File: src/rtl/proc_control_pkg.sv
// Shared opcode, state and bus-select encodings for the processor control path.
package proc_control_pkg;

  localparam logic [2:0] OP_MV   = 3'b000;
  localparam logic [2:0] OP_MVI  = 3'b001;
  localparam logic [2:0] OP_ADD  = 3'b010;
  localparam logic [2:0] OP_SUB  = 3'b011;
  localparam logic [2:0] OP_MVNZ = 3'b100;

  // Bus mux codes; R0-R7 use their own index 0-7.
  localparam logic [3:0] SEL_G   = 4'd8;
  localparam logic [3:0] SEL_DIN = 4'd9;

  typedef enum logic [1:0] {
    T0 = 2'd0,
    T1 = 2'd1,
    T2 = 2'd2,
    T3 = 2'd3
  } state_e;

endpackage

File: src/rtl/proc_control_dec3to8.sv
// 3-to-8 one-hot decoder with enable, drives the register load enables.
module dec3to8 (
  input  logic [2:0] idx,
  input  logic       en,
  output logic [7:0] y
);

  always_comb begin
    y = '0;
    if (en) y[idx] = 1'b1;
  end

endmodule

File: src/rtl/proc_control.sv
// Control FSM for the 16-bit processor: fetches a 9-bit instruction and
// sequences bus select, register/A/G loads and the ALU op over T0-T3.
module proc_control #(
  parameter int unsigned NREG    = 8,
  parameter logic [3:0]  SEL_G   = proc_control_pkg::SEL_G,
  parameter logic [3:0]  SEL_DIN = proc_control_pkg::SEL_DIN
) (
  input  logic            clock,
  input  logic            resetn,
  input  logic            run,
  input  logic [8:0]      ir,
  input  logic            g_nz,
  output logic            ir_in,
  output logic [NREG-1:0] r_in,
  output logic            a_in,
  output logic            g_in,
  output logic            add_sub,
  output logic [3:0]      select,
  output logic            done
);

  import proc_control_pkg::*;

  state_e     state, next_state;
  logic [2:0] op, xxx, yyy;
  logic       r_en;
  logic [7:0] r_dec;

  assign op  = ir[8:6];
  assign xxx = ir[5:3];
  assign yyy = ir[2:0];

  always_ff @(posedge clock) begin
    if (!resetn) state <= T0;
    else         state <= next_state;
  end

  // Outputs are held at defaults while resetn is low so that a fetch or
  // write cannot be issued in the same cycle the reset is being applied.
  always_comb begin
    next_state = T0;
    ir_in      = 1'b0;
    r_en       = 1'b0;
    a_in       = 1'b0;
    g_in       = 1'b0;
    add_sub    = 1'b0;
    select     = SEL_DIN;
    done       = 1'b0;
    if (resetn) begin
      case (state)
        T0: begin
          if (run) begin
            ir_in      = 1'b1;
            next_state = T1;
          end else begin
            next_state = T0;
          end
        end
        T1: begin
          case (op)
            OP_MV: begin
              select = {1'b0, yyy};
              r_en   = 1'b1;
              done   = 1'b1;
            end
            OP_MVI: begin
              r_en = 1'b1;
              done = 1'b1;
            end
            OP_ADD, OP_SUB: begin
              select     = {1'b0, xxx};
              a_in       = 1'b1;
              next_state = T2;
            end
            OP_MVNZ: begin
              done = 1'b1;
              if (g_nz) begin
                select = {1'b0, yyy};
                r_en   = 1'b1;
              end
            end
            default: done = 1'b1;
          endcase
        end
        T2: begin
          select     = {1'b0, yyy};
          g_in       = 1'b1;
          add_sub    = op[0];
          next_state = T3;
        end
        T3: begin
          select = SEL_G;
          r_en   = 1'b1;
          done   = 1'b1;
        end
        default: next_state = T0;
      endcase
    end
  end

  dec3to8 u_dec (
    .idx (xxx),
    .en  (r_en),
    .y   (r_dec)
  );

  assign r_in = r_dec[NREG-1:0];

endmodule

File: config.mk
export PLATFORM = sky130hd
export DESIGN_NAME = proc_control
export DESIGN_NICKNAME = d
export VERILOG_FILES = /design/src/rtl/proc_control_pkg.sv /design/src/rtl/proc_control_dec3to8.sv /design/src/rtl/proc_control.sv
export SDC_FILE = /design/constraint.sdc
export NUM_CORES = 1
export LEC_CHECK = 0
export CORE_AREA = 3 3 40 42
export DETAILED_ROUTE_END_ITERATION = 8
export DIE_AREA = 0 0 43 45
export PLACE_DENSITY = 0.68
export SYNTH_ARGS = -nofsm -noshare
export SYNTH_HDL_FRONTEND = slang
export SYNTH_SLANG_ARGS = --single-unit
File: constraint.sdc
create_clock -name clock -period 1.6 [get_ports clock]
set_input_delay 0.32 -clock clock [delete_from_list [all_inputs] [get_ports clock]]
set_output_delay 0.32 -clock clock [all_outputs]
set_load 0.02 [all_outputs]
==> metrics.md <==
| Metric | Value |
|---|---|
| Status | complete, but fails checks |
| Failing checks | negative setup slack |
| Crit path DAT | 1300 ps |
| Antenna violations before repair | 0 |
| 1st-iter DRT viols | 6 |
| GRT met1 Usage | slightly below 20% |
| CP required | 1280 ps |
| Synth Register Bits | 2 |
| Reg clk slew, reported paths | approximately 30 ps |
| WHS | 486 ps |
| Share of post-route cells with drive strength above 1 | roughly 64% |
| Netlist Area Pre-Place | 338 sq um |
| First-pass GRT wire length | between 2000 and 2500 um |
| Largest regs | state x2 |
| Grt met3 use | 1.99% |
| Cells after Synth | 44 |
| Yosys warning count | 0 |
| N_diodes | 0 |
| Final min period | 1620 ps |
| Slew HR | 82.0% |
| Syn_area_per_cell | 7.68 sq um |
| Area Overhead vs Synth | 130% |
| CP Max Fanout | 5 |
| Synthesized net count | 57 |
| GRT overflow | 0 |
| RD Place Congestion | between 0.7 and 0.8 |
| Vias in the first global route | 476 |
| Max reg flops | 2 |
| CTS sink count | 2 |
| Row count | 13 |
| Buf/Inv on CP | 1 |
| Fraction of registers with async set/reset | 0% |
| Final worst slack | -18.7 ps |
| Static Leak | 0.000369 uW |
| Wire per inst | 13.1 um |
| Worst setup EP type | output port |
| Drt total wl | 1310 um |
| Clock buffer count from CTS | 3 |
| Die X | 43 um |
| Largest area contributor in the netlist | dfxtp_1 |
| Max incr delay on CP | about 330 ps |
| Die Y | approximately 45 um |
| Top delay family on crit path | compound AO/OA/AOI/OAI gates |
| Final Setup Violations | 2 |
| Top cell type's share of synthesized area | 11.9% |
| CTS tree | built |
| Most common flop cell mapped by yosys | dfxtp_1 |
| Crit start category | register |
| CTS Buffer Depth | 2 |
| Port Buffers | 29 |
| Util after Layout | 60.6% |
| Placed Area | 699 sq um |
| Final #Nets | 100 |
| Hold WC Path Type | in -> reg |
| Gr usage total | 15.3% |
| Unique masters post-synth | 22 |
| CTS H-Tree Depth | 1 |
| Fin Setup TNS | -34.9 ps |
| Met2 Resource Use GR | 24.6% |
| Total number of vias | 482 |
| Hold Fails Final Rpt | 0 |
| Number of synthesized flops with an enable pin | 0 |
| R2R Setup Slk | 370 ps |
| Pin count of the biggest net entering global routing | 7 |
| VDD IR-drop max | 0.275 mV |
| Clk_skew | 4.45 ps |
| Slew Limit Fails | 0 |
| Type of the worst setup path | reg -> out |
| GR peak layer | met2 |
| Vias per cell | 4.82 |
| RSZ-0062 raised after global routing | yes |
| Top post-synthesis cells by area | dfxtp_1 12%, nand2b_1 11%, nor2_1 10% |
| Worst skew pair latency | around 220 ps |
| # IOs | 30 |
| Post-DRT Antenna Nets | 0 |
| Remaining DRCs | 0 |
| DP Wirelength | 991 um |
| Largest Register | state |
| Crit-path cells | nand3b_4 -> o41ai_4 -> a22o_1 -> buf_6 |
| Worst-Margin Slew | between 200 and 300 ps |
| Area of the core | 1280 sq um |
| Tcrit/Tclk final | 101% |
| Hold Buf Count CTS | 0 |
| DRT Pass-1 Iters | 4 |
| Fill count | 128 |
| P per Cell Area | approximately 390 nW/um^2 |
| Die Footprint | 1940 sq um |
| Initial Util | 26.3% |
| Root buffer cell | clkbuf_4 |
| CP max-delay cell | dfxtp_2 |
| Fmax | a little over 600 MHz |
| Max cap viols | 0 |
| Finished layout cell area | around 800 sq um |
| Post-placement worst setup slack | -844 ps |
| Post-synthesis sequential area ratio | between 10% and 20% |
-- worst min-delay path: stages --
cell and delay, ps:
buf_2 170, nand2b_4 110, o21ai_0 70
-- cell type report --
type	count	area [sq um]	area share, %
well taps	15	18.8	2.41
clock buffers	3	22.5	2.89
inverters	4	15.0	1.93
multi-input cells	38	374	48.1
repair buffers	38	303	38.9
flip-flops and latches	2	45.0	5.79
-- cells in the final DEF (no fill, tap or decap), types with 3 or more instances in the layout --
| cell type | instances |
|---|---|
| nor2_1 | 6 |
| inv_1 | 3 |
| clkbuf_4 | 3 |
| nand2b_1 | 3 |
| clkdlybuf4s50_1 | 3 |
| buf_6 | 3 |
| nand2b_4 | 3 |
| clkdlybuf4s15_2 | 3 |
| buf_2 | 5 |
| buf_4 | 18 |
| dlygate4sd2_1 | 4 |
| nor2_2 | 3 |
-- metrics by stage --
stage	cells	power (uW)
after CTS	99	300
after floorplan	44	102
after detailed placement	95	175
final	100	300
after global routing	100	325
after global placement	95	175
-- where the power goes --
part / total [uW] / internal [uW] / switching [uW]
clock network: 113 / 82.9 / 29.7
logic: 130 / 63.8 / 66.3
registers: 57.5 / 53.1 / 4.43
total: 300 / 200 / 100
-- metal layers --
layer	vias up	part of all wire [%]
met3	2	4.9
met5	-	0
met1	220	40
li1	247	-
met4	0	1.8
met2	13	53
-- worst paths after layout --
path | cells past startpoint | to | startpoint
worst max-delay path | 4 | select[1] | state[1]$_SDFF_PN0_
worst min-delay path | 3 | state[1]$_SDFF_PN0_ | ir[7]
worst max register to register | 5 | state[0]$_SDFF_PN0_ | state[0]$_SDFF_PN0_
worst min register to register | 2 | state[1]$_SDFF_PN0_ | state[1]$_SDFF_PN0_
-- cell usage after synthesis (2+ instances only) --
library cell  n
dfxtp_1       2
nor3_1        3
nor2b_1       2
a22o_1        2
o2111ai_2     2
nor2_1        9
nand2b_1      6
inv_1         4
-- cell families (layout without fill, tap and decap cells) --
group / Yosys count / in the layout / synth area share (%)
AND/OR/NAND/NOR: 28 / 28 / 50.7
buffers and inverters: 4 / 45 / 4.44
flip-flops: 2 / 2 / 11.9
AO/OA/AOI/OAI: 10 / 10 / 33.0
-- repair_timing --
item	in CTS	in global routing
endpoints found under the setup margin	17	14
resized for setup	106	21
setup buffers	1	1
gates cloned	0	0
pin swaps	7	5
Power figures use the tool's default switching activity.
